--- config.mk ---
export PLATFORM = sky130hd
export DESIGN_NAME = fifo_bit_reader
export DESIGN_NICKNAME = d
export VERILOG_FILES = /design/src/rtl/fifo_bit_reader.sv
export SDC_FILE = /design/constraint.sdc
export NUM_CORES = 1
export LEC_CHECK = 0
export CAP_MARGIN = 20
export CORE_MARGIN = 3
export CORE_UTILIZATION = 52
export CTS_BUF_LIST = sky130_fd_sc_hd__clkbuf_4
export CTS_CLUSTER_SIZE = 25
export DETAILED_ROUTE_END_ITERATION = 10
export PLACE_DENSITY_LB_ADDON = 0.05
export SLEW_MARGIN = 10
export SYNTH_ARGS = -nofsm -noshare
export SYNTH_HDL_FRONTEND = slang
export SYNTH_SLANG_ARGS = --single-unit
--- constraint.sdc ---
create_clock -name clk -period 2.5 [get_ports clk]
set_input_delay 0.5 -clock clk [delete_from_list [all_inputs] [get_ports clk]]
set_output_delay 0.5 -clock clk [all_outputs]
set_load 0.05 [all_outputs]
--- src/rtl/fifo_bit_reader.sv ---
// fifo_bit_reader: pops bytes from the encoder FIFO and hands out 0..MAXB-bit groups through a residual bit buffer
module fifo_bit_reader #(
  parameter int DWIDTH = 8,
  parameter int MAXB = 15,
  parameter int NBW = 4,
  parameter int FW = 5
) (
  input  logic              clk,
  input  logic              reset,
  input  logic              fifo_empty_i,
  output logic              fifo_re_o,
  input  logic [DWIDTH-1:0] fifo_data_i,
  input  logic              req_i,
  input  logic [NBW-1:0]    nbits_i,
  output logic              ready_o,
  output logic              done_o,
  output logic [MAXB-1:0]   data_o,
  output logic              starve_o,
  output logic [FW-1:0]     fill_o,
  input  logic              flush_i
);
  localparam int BW = MAXB + DWIDTH - 1;
  localparam logic [1:0] IDLE = 2'd0, EVAL = 2'd1, WAIT = 2'd2;
  logic [1:0]      state;
  logic [BW-1:0]   bit_buf;
  logic [FW-1:0]   fill;
  logic [NBW-1:0]  nb, nb_clamp;
  logic [MAXB-1:0] mask;
  logic            short_w;
  assign nb_clamp = 32'(nbits_i) > MAXB ? NBW'(MAXB) : nbits_i;
  assign mask = ~({MAXB{1'b1}} << nb);
  assign short_w = state == EVAL && fill < FW'(nb);
  assign fifo_re_o = short_w && !fifo_empty_i;
  assign starve_o = short_w && fifo_empty_i;
  assign ready_o = state == IDLE;
  assign fill_o = fill;
  always_ff @(posedge clk or posedge reset)
    if (reset) begin
      state <= IDLE;
      bit_buf <= '0;
      fill <= '0;
      nb <= '0;
      done_o <= 1'b0;
      data_o <= '0;
    end else if (flush_i) begin
      state <= IDLE;
      bit_buf <= '0;
      fill <= '0;
      done_o <= 1'b0;
    end else begin
      done_o <= 1'b0;
      if (state == IDLE && req_i) begin
        nb <= nb_clamp;
        state <= EVAL;
      end else if (state == EVAL && !short_w) begin
        data_o <= bit_buf[MAXB-1:0] & mask;
        bit_buf <= bit_buf >> nb;
        fill <= fill - FW'(nb);
        done_o <= 1'b1;
        state <= IDLE;
      end else if (fifo_re_o) begin
        state <= WAIT;
      end else if (state == WAIT) begin
        bit_buf <= bit_buf | (BW'(fifo_data_i) << fill);
        fill <= fill + FW'(DWIDTH);
        state <= EVAL;
      end
    end
endmodule

==> flow_summary.ini, run 1 <==
[clocking]
path_clk_slew_ps = 160
clock-root-buffer = clkbuf_4
clk_path_buf_depth = 2
cts_buffers = 5
postCtsHoldBufs = 0
clkSinkCount = 49
h-tree-depth = 2
tritoncts = built
worstSkewPairLatency_ps = 380

[grt]
busiest_layer = met2
grtUsageMet2 = 0.426
grt_usage = 0.267
overflow = 0
grt_pass1_vias = 3397
antenna_found_initial = 0
grt_max_degree = 36
grt_pass1_wl_um = 18000
grt_use_met1 = 0.382
use_met3 = 0.0443

[sta]
fmax_mhz = 415
skew_ps = 14.6
finalSetupViolations = 0
slew_violations = 0
worst_pin_slew_ps = 574
min_period_over_period = 0.964
hold_viol = 0
min_period_ps = 2410
maxSlewHeadroom = 0.617
hold_ws_ps = 412
timing.setup.tns_ps = 0
rsz0062_at_grt = no

[place]
gp_congestion = 0.921
hpwlAfterDp_um = 7960
numPortBuffers = 40

[die]
die_width_um = 92.2
coreArea_um2 = 7020
std_cell_rows = 30
start_util = 0.551
fp.dieH_um = 92.2
die_area_um2 = 8510
ios = 41

[cells_and_area]
multi_input_area_um2 = 2480
post-route-util = 0.656
fillers = 618
syn2layout_area_growth_pct = 19.1
finalNetCount = 489
final_layout_size_suffix_gt1_frac = 0.199
antenna_cells = 0
seqCellArea_um2 = 1230

[routing]
post_drt_wl_per_cell_um = 19.0
drt-initial-drc-count = 336
dr.pass1.iters = 6
vias_per_cell = 6.26
antenna_left = 0
vias = 3529
drcViolationCount = 0
totalWireLength_um = 10700

[worst_setup_path]
end_kind = output port
worstSetupPathType = register to output port
start_kind = register
cp_max_fo = 20
worstPathRequired_ps = 2000
critPathArrivalTime_ps = 1910

[synth]
synth_edf_count = 0
synthTopCellsByCount = nand2_1 (55), dfrtp_1 (49), nor2_1 (37)
synthDistinctLibCells = 59
ys_warn_count = 0
yosysSeqAreaShare = 0.317
synth_ff_type = dfrtp_1
avgSynthCellArea_um2 = 8.95
synth_area_um2 = 3870
synth_nets = 454
async_flop_share = 1.00
synthCells = 432
synth_seq_cells = 49
yosysTopAreaCell = dfrtp_1
ys_top_cells_by_area = dfrtp_1 (32%), mux4_2 (12%), nand2_1 (5.3%)
synth.most_common_cell = nand2_1
synth_top_area_frac = 0.317

[power]
p_total_mw = 4.07
cellPowerDensity_nw_per_um2 = 884
ir_worst_vdd_mv = 0.436
p_leak_nw = 1.79

[job]
maxCapViolCount = 0

[worst_hold_path]
min_path_type = input pin to async pin

[run_status]
status = completed
## registers in the layout, summed over array words and instances, names as in the netlist
| signal | cells |
|---|---|
| data_o | 15 |
| nb | 4 |
| state | 2 |
| fill_o | 5 |
| bit_buf | 22 |
| done_o | 1 |
## area by class of cell
| type | instances | share of cell area |
|---|---|---|
| clock buffer | 6 | 0.00978 |
| clock inverter | 2 | 0.00326 |
| inverter | 14 | 0.0128 |
| multi-input combinational | 330 | 0.538 |
| sequential | 49 | 0.267 |
| tap | 96 | 0.0261 |
| timing repair buffer | 67 | 0.143 |
## routing by layer
metal	wire length (µm)	share of wire
met1	4850	0.45
met2	4990	0.47
met3	744	0.069
met4	129	0.012
met5	0	0
## cell usage in the layout (no fill, tap or decap), types with 14 or more instances in the layout
cell type         n
a211oi_1         17
mux2i_1          16
dfrtp_1          47
buf_4            24
mux2_2           14
nand2_1          54
clkdlybuf4s50_1  38
nor2_1           35
mux4_2           20
a21oi_1          25
o21ai_0          30
## final timing paths
kind / end / start / depth (start not counted) / slack (ps)
min in group clk: data_o[2]$_DFFE_PP0P_ / data_o[2]$_DFFE_PP0P_ / 2 / 500
max in group asynchronous: fill_o[0]$_DFFE_PP0P_ / reset / 3 / 1560
min reg2reg: data_o[2]$_DFFE_PP0P_ / data_o[2]$_DFFE_PP0P_ / 2 / 500
max: fill_o[2] / fill_o[2]$_DFFE_PP0P_ / 2 / 90
min: data_o[11]$_DFFE_PP0P_ / reset / 2 / 410
max reg2reg: bit_buf[10]$_DFFE_PP0P_ / nb[1]$_DFFE_PP0P_ / 6 / 320
## worst max-delay path: stages, from the launching register on
cell	delay, ps
dfrtp_1	420
buf_4	270
clkdlybuf4s50_1	840
## report_power, final
| group | internal [mW] | switching (mW) |
|---|---|---|
| clock network | 0.121 | 0.275 |
| registers | 0.999 | 0.203 |
| logic | 1.00 | 1.47 |
| total | 2.12 | 1.95 |
## through the flow
step	setup WS [ps]	instances	instance area [µm²]
6_report	90.7	564	4610
5_1_grt	0.0351	564	4610
4_1_cts	41.6	563	4590
3_5_place_dp	199	554	4510
3_3_place_gp	219	554	4510
2_1_floorplan	11.1	432	3960
## cell families after synthesis
group / Yosys count / synth area share
and+or+nand+nor: 146 / 0.173
AOI/OAI and AO/OA: 125 / 0.216
buffers and inverters: 53 / 0.0634
muxes: 52 / 0.207
DFF: 49 / 0.317
adders and majority gates: 5 / 0.0181
xor gates and xnor gates: 2 / 0.00453
## what timing repair did
action | in CTS | in global routing
buffers inserted | 1 | 1
resized for setup | 1 | 1
setup endpoints to repair | 2 | 2
pin swaps | 1 | 3
Power figures use the tool's default switching activity.
==> run 2, diff against run 1 <==
--- a/config.mk
+++ b/config.mk
@@ -5,13 +5,14 @@
 export SDC_FILE = /design/constraint.sdc
 export NUM_CORES = 1
 export LEC_CHECK = 0
-export CAP_MARGIN = 20
 export CORE_MARGIN = 3
 export CORE_UTILIZATION = 52
 export CTS_BUF_LIST = sky130_fd_sc_hd__clkbuf_4
 export CTS_CLUSTER_SIZE = 25
 export DETAILED_ROUTE_END_ITERATION = 10
+export DONT_BUFFER_PORTS = 1
 export PLACE_DENSITY_LB_ADDON = 0.05
+export SKIP_CTS_REPAIR_TIMING = 1
 export SLEW_MARGIN = 10
 export SYNTH_ARGS = -nofsm -noshare
 export SYNTH_HDL_FRONTEND = slang
==> run 2 against run 1 <==
Against the previous run:
- highest routed layer unchanged
- critical path depth grew 6
- sequential share of layout area grew 2.3 points
- critical path type unchanged
- register-to-register slack lost 70 ps
- core utilization shrank 5.1 points
- design area shrank 7.8%
- count of clock-buffer cells in the layout shrank 1
==> flow_summary.ini, run 2 (synthesis results as in run 1) <==
[die]
fp.dieH_um = 92.2
start_util = 0.551
die_area_um2 = 8510
std_cell_rows = 30
ios = 41
coreArea_um2 = 7020
die_width_um = 92.2

[sta]
min_period_over_period = 0.994
hold_viol = 0
slew_violations = 0
maxSlewHeadroom = 0.619
fmax_mhz = 403
rsz0062_at_grt = yes
hold_ws_ps = 44.2
timing.setup.tns_ps = 0
worst_pin_slew_ps = 570
min_period_ps = 2480
skew_ps = 6.94
finalSetupViolations = 0

[worst_setup_path]
worstSetupPathType = register to output port
slowest_delay_ps = 440
cp_max_fo = 4
slowest_stage = dfrtp_1
worstPathRequired_ps = 2000
end_kind = output port
cp_cell_sequence = inv_4 -> ha_4 -> nor2b_4 -> o31ai_4 -> and2_4 -> nand2_4 -> nor2_4 -> buf_12
crit_buf_inv = 2
critPathArrivalTime_ps = 1980
path_delay_family = simple AND/OR/NAND/NOR gates
r2r_setup_slack_ps = 250
start_kind = register

[grt]
grt_use_met1 = 0.385
grt_usage = 0.266
use_met3 = 0.0607
overflow = 0
grtUsageMet2 = 0.395
grt_max_degree = 34
busiest_layer = met2
grt_pass1_vias = 3286
antenna_found_initial = 0
grt_pass1_wl_um = 17800

[routing]
post_drt_wl_per_cell_um = 20.7
drt-initial-drc-count = 274
vias = 3484
dr.pass1.iters = 5
vias_per_cell = 6.60
drcViolationCount = 0
totalWireLength_um = 10900
antenna_left = 0

[power]
p_leak_nw = 1.67
ir_worst_vdd_mv = 0.571
cellPowerDensity_nw_per_um2 = 918

[cells_and_area]
most-common-layout-cells = nand2_1 (54), dfrtp_1 (47), nor2_1 (35)
fillers = 641
final_layout_size_suffix_gt1_frac = 0.218
layout_commonest_cell = nand2_1
antenna_cells = 0
finalNetCount = 453
largest_reg_flops = 22
fin_area_um2 = 4250
syn2layout_area_growth_pct = 9.83
top_register = bit_buf

[clocking]
h-tree-depth = 2
cts_buffers = 5
clk_path_buf_depth = 2
path_clk_slew_ps = 150
clock-root-buffer = clkbuf_4
worstSkewPairLatency_ps = 370
clkSinkCount = 49
tritoncts = built

[run_status]
status = completed

[place]
numPortBuffers = 0
hpwlAfterDp_um = 7860
placed_area_um2 = 4140
gp_congestion = 0.920

[job]
maxCapViolCount = 0

[worst_hold_path]
min_path_type = input pin to async pin
-- run 2: area by class of cell --
| type | instances | area [µm²] | share of cell area |
|---|---|---|---|
| Sequential cell | 49 | 1230 | 0.289 |
| Clock buffer | 5 | 37.5 | 0.00884 |
| Timing Repair Buffer | 31 | 295 | 0.0695 |
| Inverter | 14 | 58.8 | 0.0138 |
| Multi-Input combinational cell | 330 | 2470 | 0.581 |
| Clock inverter | 3 | 41.3 | 0.00972 |
| Tap cell | 96 | 120 | 0.0283 |
-- run 2: path summary, 6_finish.rpt --
check                      cells past startpoint                   start                       to
min                                            1                   reset        nb[3]$_DFFE_PP0P_
max                                            8       nb[1]$_DFFE_PP0P_                fifo_re_o
min in group clk                               1                 flush_i    fill_o[1]$_DFFE_PP0P_
min reg2reg                                    2  bit_buf[0]$_DFFE_PP0P_    data_o[0]$_DFFE_PP0P_
max reg2reg                                    8       nb[2]$_DFFE_PP0P_   bit_buf[9]$_DFFE_PP0P_
max in group asynchronous                      2                   reset  bit_buf[16]$_DFFE_PP0P_
-- run 2: where the power goes --
group / leakage [nW] / internal [mW] / switching [mW]
clock: 0.0389 / 0.207 / 0.269
combinational: 0.981 / 0.780 / 1.02
sequential: 0.652 / 0.993 / 0.633
total: 1.67 / 1.98 / 1.92
-- run 2: stage by stage --
stage	util	power, mW	setup slack, ps	std cells
floorplan	-	2.94	11.1	432
global placement	0.590	3.35	330	518
detailed placement	0.590	3.39	285	518
CTS	0.601	3.86	-71.3	526
global route	0.605	4.12	-64.8	528
finish	0.605	3.90	16.2	528
-- run 2: layer usage --
metal | part of all wire | routed length, µm
met4 | 0.028 | 309
met5 | 0 | 0
met2 | 0.45 | 4890
met1 | 0.44 | 4850
met3 | 0.080 | 871
==> run 3, diff against run 2 <==
--- a/config.mk
+++ b/config.mk
@@ -11,6 +11,7 @@
 export CTS_CLUSTER_SIZE = 25
 export DETAILED_ROUTE_END_ITERATION = 10
 export DONT_BUFFER_PORTS = 1
+export HOLD_SLACK_MARGIN = 0.06
 export PLACE_DENSITY_LB_ADDON = 0.05
 export SKIP_CTS_REPAIR_TIMING = 1
 export SLEW_MARGIN = 10
==> results of run 3 <==
No change in the layout: final DEF, timing and power equal those of run 2.
